===== src/rtl/count_seq_pkg.sv =====
// Shared state encoding and default sizes for the lab run controller.
package count_seq_pkg;

    localparam int unsigned WIDTH_DEF  = 4;
    localparam int unsigned RUNS_W_DEF = 4;

    typedef enum logic [1:0] {
        S_IDLE  = 2'd0,
        S_RUN   = 2'd1,
        S_PAUSE = 2'd2,
        S_BAD   = 2'd3
    } state_t;

endpackage


===== src/rtl/cnt_core.sv =====
// Plain up-counter with enable and synchronous clear; clear wins over enable.
module cnt_core #(
    parameter int unsigned WIDTH = 4
) (
    input  logic             clk,
    input  logic             reset,
    input  logic             en,
    input  logic             clr,
    output logic [WIDTH-1:0] count
);

    always_ff @(posedge clk or posedge reset) begin
        if (reset) begin
            count <= '0;
        end else if (clr) begin
            count <= '0;
        end else if (en) begin
            count <= count + WIDTH'(1);
        end
    end

endmodule


===== src/rtl/count_seq_ctrl.sv =====
// Run controller: latches a terminal value on start, sequences one-shot or
// auto-reload runs with pause/abort, pulses done per terminal and tallies runs.
module count_seq_ctrl
    import count_seq_pkg::*;
#(
    parameter int unsigned WIDTH  = WIDTH_DEF,
    parameter int unsigned RUNS_W = RUNS_W_DEF
) (
    input  logic              clk,
    input  logic              reset,
    input  logic              start,
    input  logic [WIDTH-1:0]  target,
    input  logic              auto_reload,
    input  logic              pause,
    input  logic              abort,
    output logic [WIDTH-1:0]  count,
    output logic              busy,
    output logic              done,
    output logic              err,
    output logic [RUNS_W-1:0] run_cnt,
    output logic [1:0]        state
);

    state_t           state_q;
    state_t           state_d;
    logic [WIDTH-1:0] tgt_q;
    logic             mode_q;
    logic             active;
    logic             terminal;
    logic             start_ok;
    logic             start_bad;
    logic             en;
    logic             clr;

    cnt_core #(.WIDTH(WIDTH)) u_cnt (
        .clk   (clk),
        .reset (reset),
        .en    (en),
        .clr   (clr),
        .count (count)
    );

    // Priority abort > pause > terminal > increment is folded into these qualifiers.
    always_comb begin
        active    = (state_q == S_RUN) || (state_q == S_PAUSE);
        terminal  = active && !abort && !pause && (count == tgt_q);
        start_ok  = (state_q == S_IDLE) && start && !abort && (target != '0);
        start_bad = (state_q == S_IDLE) && start && !abort && (target == '0);
        en        = active && !abort && !pause && !terminal;
        clr       = terminal || (active && abort) || start_ok || (state_q == S_BAD);

        state_d = state_q;
        case (state_q)
            S_IDLE: begin
                if (start_ok) begin
                    state_d = S_RUN;
                end
            end
            S_RUN, S_PAUSE: begin
                if (abort) begin
                    state_d = S_IDLE;
                end else if (pause) begin
                    state_d = S_PAUSE;
                end else if (terminal) begin
                    state_d = mode_q ? S_RUN : S_IDLE;
                end else begin
                    state_d = S_RUN;
                end
            end
            default: state_d = S_IDLE;
        endcase
    end

    always_ff @(posedge clk or posedge reset) begin
        if (reset) begin
            state_q <= S_IDLE;
            tgt_q   <= '0;
            mode_q  <= 1'b0;
            done    <= 1'b0;
            err     <= 1'b0;
            run_cnt <= '0;
        end else begin
            state_q <= state_d;
            done    <= terminal;
            err     <= start_bad;
            if (start_ok) begin
                tgt_q  <= target;
                mode_q <= auto_reload;
            end
            if (terminal) begin
                run_cnt <= run_cnt + RUNS_W'(1);
            end
        end
    end

    assign busy  = (state_q != S_IDLE);
    assign state = state_q;

endmodule


===== config.mk =====
export PLATFORM = sky130hd
export DESIGN_NAME = count_seq_ctrl
export DESIGN_NICKNAME = d
export VERILOG_FILES = /design/src/rtl/count_seq_pkg.sv /design/src/rtl/cnt_core.sv /design/src/rtl/count_seq_ctrl.sv
export SDC_FILE = /design/constraint.sdc
export NUM_CORES = 1
export LEC_CHECK = 0
export CAP_MARGIN = 20
export CORE_MARGIN = 1.5
export CORE_UTILIZATION = 46
export DETAILED_ROUTE_END_ITERATION = 10
export HOLD_SLACK_MARGIN = 0.02
export PLACE_DENSITY = 0.75
export SYNTH_ARGS = -nofsm -noshare
export SYNTH_HDL_FRONTEND = slang
export SYNTH_SLANG_ARGS = --single-unit

===== constraint.sdc =====
create_clock -name clk -period 2.21 [get_ports clk]
set_input_delay 0.3315 -clock clk [delete_from_list [all_inputs] [get_ports clk]]
set_output_delay 0.3315 -clock clk [all_outputs]
set_load 0.005 [all_outputs]

==> metrics.txt <==
CORE AREA 0.001764 mm2; # port buffers 22; CP startpoint kind flop; syn avg cell area 11.69 um2; pin count of the biggest net entering global routing 18; Clock Tree Buf Depth 2; antenna viol nets, final 0; GP Congestion 0.7619; top cell type's share of synthesized area 0.4850; Max FO, Critical Path 5; Starting Density 0.4972; max-cap violations 0; fin nets 116; Post-route DRC 0; Resize count post-CTS 0; Pwr Total 0.001206 W; Fillers 155; # rows 15; Final setup viols 0; Hold Vio Cnt, Final 0; initial drt markers 0; io pins 23; Fin Clk Skew 0.9026 ps; Worst VDD drop 0.6611 mV; CP delay by family, top buffers and inverters; Syn Nets 90; final worst setup slack 315.0 ps; Tot GR Track Use 0.1753; most frequent cell on the critical path inv_1; Levels on crit path 4; antenna cells 0; Ys Warns 0; Area after DPL 0.001121 mm2; Post-Synthesis Cells 75; postcts setup bufs 0; synth top area cells dfrtp_1, xor2_1, ha_1; Die Ht 46.67 um; CTS tree yes; fin. max-slew vios 0; total die area 0.002178 mm2; Setup TNS 0 ps; Via density 5.016; share of cells above drive strength 1 0.09000; Area growth syn-to-layout 30.81%; RSZ-0062 raised after global routing false; fraction of the cycle the final worst path needs 0.8575; Seq/Total Area, Yosys 0.4850; async set or reset register ratio after synthesis 1.000; endpoint type of the worst setup path output port; register bit total from synthesis 17; Reg2Reg Depth 4; status finished clean; Critical Path AT 1560 ps; minimum clock period 1895 ps; slowest cell on the critical path clkdlybuf4s50_1; Worst Path Buf+Inv 3; design area 0.001147 mm2; Synth area leader dfrtp_1; Worst slew margin 0.5694; total wire length 1.666 mm; worst slew pin tran 645.1 ps; Vias 627; EDFF count, synth 0; post-synthesis cell type count 30; H-tree depth 1; synthesized area 877.1 um2; required time of the critical path 1880 ps; clk slew on worst S/H paths 100 ps; first-pass GRT wire length 2.594 mm; final core occ 0.6504; worst path cell trace inv_1 -> ha_1 -> inv_1 -> clkdlybuf4s50_1; hpwl dp 1.291 mm; vias in the first global route 596; Die Span X 46.67 um; worst slack at placement 285.1 ps; CP max stage delay 490 ps; top-count cell post-synth dfrtp_1; global route overflow 0; leakage 0.5571 nW; Num CTS Buffers 3; Cell Pwr Density 1051 mW/mm2; mean routed wirelength per cell 13.33 um; fmax 0.5277 GHz; ys flop type dfrtp_1; Hold-fix buffers, CTS 0; clk_lat worst skew 280 ps; critical path class flop to output port; clk sinks 17; Hold WC Path Type input pin to asynchronous set/reset pin; total iterations of the first detailed-routing run 1; most instantiated cells after synthesis dfrtp_1, xor2_1, a22o_1, ha_1, nand2_1; antenna violations before repair 0; Root Driver clkbuf_4
cells by family after synthesis:
family,count (synthesis),share of synthesized area
AND/OR/NAND/NOR,25,0.1912
flip-flops,17,0.4850
XOR/XNOR,9,0.08988
AO/OA/AOI/OAI,8,0.07133
buffers and inverters,7,0.03850
adder cells (fa/ha/maj),5,0.07133
multiplexers,4,0.05278
flip-flops by register name, summed over array words and instances (netlist names):
signal and flops:
run_cnt 4, tgt_q 4, err 1, done 1
u_cnt.count 4, state 2, mode_q 1
layer usage:
layer	wire length, um	vias up	global-route usage	share of wire
li1	-	309	-	-
met1	805	300	0.2304	0.48
met2	768	14	0.2694	0.46
met3	69	4	0.04314	0.041
met4	23	0	0.08333	0.014
met5	0	-	0	0
cell type report:
type                    instances  area (um2)  area share
well taps                      25       31.28     0.02726
repair buffers                 23       227.7      0.1985
inverters                       5       18.77     0.01636
clock buffers                   4       26.28     0.02290
multi-input cells              51       417.9      0.3642
flip-flops and latches         17       425.4      0.3708
worst paths after layout:
kind,start,to,slack [ps]
worst max-delay path,state[0]$_DFFE_PP0P_,busy,310
worst min-delay path,reset,done$_DFF_PP0_,420
worst max register to register,u_cnt.count[1]$_DFFE_PP0P_,run_cnt[1]$_DFFE_PP0P_,360
worst min register to register,run_cnt[3]$_DFFE_PP0P_,run_cnt[3]$_DFFE_PP0P_,480
max in group asynchronous,reset,mode_q$_DFFE_PP0P_,1380
min in group clk,run_cnt[3]$_DFFE_PP0P_,run_cnt[3]$_DFFE_PP0P_,480
placed cells by master (no fill, tap or decap), drive strengths merged:
master and instances:
nor4 1, nand2 6, nand3b 2, dfrtp 17
or3 1, xnor2 1, a2bb2oi 1, clkbuf 4
ha 5, and3 2, nand3 1, clkinv 1
or3b 1, nand4 1, xor2 8, a22o 5
buf 1, nor3 3, nor2 2, mux2i 2
inv 4, nand2b 1, or4 1, clkdlybuf4s50 22
nor3b 1, and3b 1, a21oi 2, mux2 2
and2 1
power breakdown:
group	internal (W)	total, W	switching (W)
registers	0.000403	0.000489	0.0000859
logic	0.000304	0.000551	0.000247
clock network	0.0000701	0.000166	0.0000961
per-stage QoR:
stage / hold WS [ps] / std cells
floorplan: 257.6 / 75
global placement: 459.8 / 121
detailed placement: 467.6 / 121
CTS: 436.9 / 125
global route: 450.7 / 125
finish: 420.5 / 125
worst reg2reg max path, cell delays in order (launching register included):
cell and delay [ps]:
dfrtp_1 450, xor2_1 200, nor4_4 430, and2_1 340, mux2_4 320
(Power assumes the default switching activity.)
==> RTL change 1, RTL diff (same flow settings) <==
Remove the register `err`: a continuous assignment takes its place, so the output `err` follows one clock earlier.
--- a/src/rtl/count_seq_ctrl.sv
+++ b/src/rtl/count_seq_ctrl.sv
@@ -79,3 +79,2 @@
             done    <= 1'b0;
-            err     <= 1'b0;
             run_cnt <= '0;
@@ -84,3 +83,2 @@
             done    <= terminal;
-            err     <= start_bad;
             if (start_ok) begin
@@ -95,2 +93,4 @@
 
+    assign err = start_bad;
+
     assign busy  = (state_q != S_IDLE);
Behaviour: not the same (Yosys sat finds a counterexample within 4 cycles, from zero or initial values and one cycle with reset high).
==> RTL change 1 against the original RTL <==
Clock skew is 0.0021 ns higher. Sequential share of layout area is 2.8 points lower. Die area is 3.5% lower. Fmax is 3.4% lower. Synthesized area is 3.7% lower. Count of clock-buffer cells in the layout is 1 lower. Cell count is 7.2% higher. Combinational power is 2% higher. Setup slack worse by 0.066 ns. Sequential cell count is 1 lower. Total power is 2.6% lower. Hold slack worse by 0.0082 ns. Design area is 1.7% higher. Wire length is 5.6% higher. Largest power group unchanged.
==> RTL change 1: results (changes against the original RTL) <==
- Routed vias: 680 (+8.5%)
- Fillers: 162 (+4.5%)
- Critical path's slowest cell: or4_4
- Final GP Congestion: 0.743 (-2.5%)
- Largest stage delay, worst path: 0.55 ns (+0.06 ns)
- Placed Instances: 129 (+6.6%)
- Post-DR vias/cell: 5.07 (+1.2%)
- Largest net degree at the start of global routing: 17 (-1)
- First-pass GRT wire length: 2880 µm (+11%)
- Dpl ws: -0.0317 ns (-0.317 ns)
- DP Wirelength: 1330 µm (+2.8%)
- Syn Area/Cell: 10.7 µm² (-8.6%)
- GRT Total Usage: 19.8% (+2.3 points)
- Critical register-to-register path endpoint: u_cnt.count[3]
- Critical path data arrival time: 1.63 ns (+0.07 ns)
- Clock Skew: 0.00298 ns (+0.00208 ns)
- Peak VDD IR: 0.585 mV (-12%)
- Vias in the first global route: 637 (+6.9%)
- DRT Pass-1 Iters: 4 (+3)
- P_int: 758 µW (-2.4%)
- P_leak: 0.000537 µW (-3.7%)
- Fraction of layout cells with a size suffix above 1: 18.3% (+9.3 points)
- Worst R2R Start: state[1]
- Commonest cells post-synth: dfrtp_1, xnor2_1, inv_1, nand2_1, ha_1
- Critical path peak fanout: 2 (-3)
- Outcome: finished, final reports clean
- Mapped Nets: 94 (+4.4%)
-- RTL change 1: per-stage QoR --
stage                     area, µm²  hold WS [ns]  power [µW]  TNS (ns)  util, %
after floorplan                 845         0.245         772         0        -
after global placement         1120         0.457         979   -0.0137     65.1
after detailed placement       1120         0.473         998   -0.0317     65.1
after CTS                      1170         0.428        1180         0     67.6
after global routing           1170         0.485        1270         0     67.6
final                          1170         0.412        1170         0     67.6
-- RTL change 1: how the worst max path moves through the flow --
| stage | depth (start not counted) | slack (ns) | to |
|---|---|---|---|
| after global routing | 6 | 0.18 | err |
| after detailed placement | 4 | -0.03 | err |
| after floorplan | 6 | 0.31 | u_cnt.count[3] |
| final | 4 | 0.25 | err |
| after CTS | 4 | 0.25 | err |
| after global placement | 4 | -0.01 | err |
-- RTL change 1: area by class of cell --
type / count / area [µm²] / share of cell area, %
timing repair buffer: 29 / 272 / 23.3
clock buffer: 3 / 22.5 / 1.93
multi-input combinational: 55 / 419 / 35.9
inverter: 6 / 22.5 / 1.93
tap: 25 / 31.3 / 2.68
sequential: 16 / 400 / 34.3
-- RTL change 1: power groups by stage --
stage / logic (µW) / clock network [µW] / registers, µW
2_1_floorplan: 313 / 0 / 459
6_report: 560 / 152 / 462
3_5_place_dp: 523 / 0 / 475
5_1_grt: 624 / 174 / 473
4_1_cts: 559 / 157 / 463
3_3_place_gp: 506 / 0 / 472
-- RTL change 1: worst reg2reg max path, delay by kind of cell (launching register included) --
family,cells,cell delay [ns]
simple gates,2,0.86
compound gates,1,0.13
buf+inv,1,0.08
flops,1,0.40
fa+ha+maj,1,0.35
-- RTL change 1: metal layers --
layer / share of wire [%] / GRT usage (%)
met5: 0 / 0
met4: 0.57 / 10.3
met3: 3.2 / 3.57
met2: 50 / 29.7
met1: 46 / 26.8
-- RTL change 1: cell families after synthesis --
group | count (synthesis) | share of synthesized area (%)
AOI/OAI and AO/OA | 11 | 8.89
xor gates and xnor gates | 9 | 9.33
adders and majority gates | 5 | 7.41
buffers and inverters | 8 | 3.70
DFF | 16 | 47.4
muxes | 4 | 5.18
and+or+nand+nor | 26 | 18.1
-- RTL change 1: repair_timing --
| item | CTS | global route |
|---|---|---|
| setup buffers | 2 | 0 |
| gates resized for setup | 3 | 0 |
| endpoints found under the setup margin | 1 | 0 |
==> RTL change 2, RTL diff (config.mk and constraints unchanged) <==
Without the edit above. Set the package constant `RUNS_W_DEF` to 6 (it was 4).
--- a/src/rtl/count_seq_pkg.sv
+++ b/src/rtl/count_seq_pkg.sv
@@ -4,3 +4,3 @@
     localparam int unsigned WIDTH_DEF  = 4;
-    localparam int unsigned RUNS_W_DEF = 4;
+    localparam int unsigned RUNS_W_DEF = 6;
 
Interface: changed (resized run_cnt); port bits go from 23 to 25. The function was not compared with the original's and may differ.
==> RTL change 2 against the original RTL <==
Global-route usage rose by 0.46 points. Design area rose by 9.5%. Wire length rose by 11%. Sequential cell count rose by 2. Synthesized area rose by 9.0%. Total power fell by 1.6%. Setup slack got worse by 0.026 ns. Clock skew rose by 0.0015 ns. Critical path depth did not move. Cell count rose by 8.8%. Largest power group is now sequential cells.
==> RTL change 2: results (changes against the original RTL) <==
- Syn Area/Cell: 11.8 µm² (+0.91%)
- Largest stage delay, worst path: 0.49 ns (about the same)
- Area contributors post-synth: dfrtp_1, mux2_2, xnor2_1, xor2_1, ha_1
- Critical path peak fanout: 6 (+1)
- P_leak: 0.000588 µW (+5.6%)
- Path category of the worst min-delay check: input pin to async pin
- Post-CTS setup repair buffer count: 0 (unchanged)
- Final GP Congestion: 0.762 (about the same)
- Synth async-reset ratio: 100% (unchanged)
- Cts repair resizes: 0 (unchanged)
- Placed Instances: 132 (+9.1%)
- Final wirelength: 1850 µm (+11%)
- Largest registers: run_cnt: 6 flops, tgt_q: 4 flops, u_cnt.count: 4 flops
- DRT Pass-1 Iters: 4 (+3)
- DP Wirelength: 1390 µm (+8.0%)
- Placed cell area: 1230 µm² (+9.7%)
- DR iter-0 viols: 6 (+6)
- Least-Margin Pin Slew: 0.709 ns (+0.0643 ns)
- # port buffers: 24 (+9.1%)
- Warnings from Yosys: 0 (unchanged)
- Antenna Cells: 0 (unchanged)
- Routed vias: 712 (+14%)
- Net load switching power: 395 µW (-8.0%)
- Fillers: 186 (+20%)
- Outcome: finished, final reports clean
- Later-pin clock latency in the skew report: 0.30 ns (+0.02 ns)
- Vias in the first global route: 747 (+25%)
- H-tree depth: 1 (unchanged)
- Clk slew on worst S/H paths: 0.10 ns (about the same)
- Synth Flop Type: dfrtp_1
- Peak VDD IR: 0.461 mV (-30%)
- Unique cell type count in the Yosys netlist: 27 (-10%)
- Clk root buf: clkbuf_4
- Seq/Total Area, Yosys: 49.7% (+1.2 points)
- Largest net degree at the start of global routing: 20 (+2)
- Critical path's slowest cell: clkdlybuf4s50_1
- Total CTS buffers: 3 (unchanged)
- Clock Skew: 0.00244 ns (+0.00154 ns)
- Fraction of layout cells with a size suffix above 1: 13.8% (+4.8 points)
- Clock buffer depth: 2 (unchanged)
- GRT Total Usage: 18.0% (+0.46 points)
- Kind of cell adding the most delay to the critical path: buffers and inverters
- First-pass GRT wire length: 3210 µm (+24%)
- Antenna violations before repair: 0 (unchanged)
- Wire per inst: 13.6 µm (+2.0%)
- Mapped Nets: 95 (+5.6%)
- Commonest cells post-synth: dfrtp_1, nand2_1
- # nets final: 124 (+6.9%)
[RTL change 2: kinds of logic after synthesis]
logic type               count (synthesis)  synth area share, %
AND/OR/NAND/NOR                         26                 17.3
adder cells (fa/ha/maj)                  4                 5.24
buffers and inverters                    8                 3.93
multiplexers                             8                 9.16
AO/OA/AOI/OAI                            4                 3.67
XOR/XNOR                                12                 11.0
flip-flops                              19                 49.7
[RTL change 2: final timing paths]
path | cells past startpoint | to | startpoint | slack [ns]
max | 4 | busy | state[1] | 0.29
min | 2 | state[0] | reset | 0.44
max reg2reg | 7 | run_cnt[5] | state[1] | 0.45
min reg2reg | 1 | run_cnt[5] | run_cnt[5] | 0.49
max in group asynchronous | 2 | tgt_q[1] | reset | 1.33
min in group clk | 1 | run_cnt[5] | run_cnt[5] | 0.49
[RTL change 2: metal layers]
layer	up-vias	routed length, µm	track usage, %
met5	-	0	0
met4	0	29	8.57
met3	3	77	4.63
met2	21	949	31.9
met1	356	792	20.1
li1	332	-	-
[RTL change 2: through the flow]
step	setup WS, ns	power (µW)
final	0.289	1190
after global routing	0.189	1280
after CTS	0.252	1210
after detailed placement	0.182	1030
after global placement	0.232	1010
after floorplan	0.447	829
[RTL change 2: cell type report]
type | count | area, µm² | share of cell area (%)
Tap cell | 27 | 33.8 | 2.69
Timing Repair Buffer | 26 | 255 | 20.3
Multi-Input combinational cell | 54 | 443 | 35.3
Inverter | 6 | 22.5 | 1.79
Sequential cell | 19 | 475 | 37.8
Clock buffer | 4 | 26.3 | 2.09
[RTL change 2: power groups by stage]
stage	registers, µW	logic, µW	clock network (µW)
finish	511	502	174
global route	522	557	199
CTS	513	513	183
detailed placement	520	510	0
global placement	514	498	0
floorplan	503	326	0
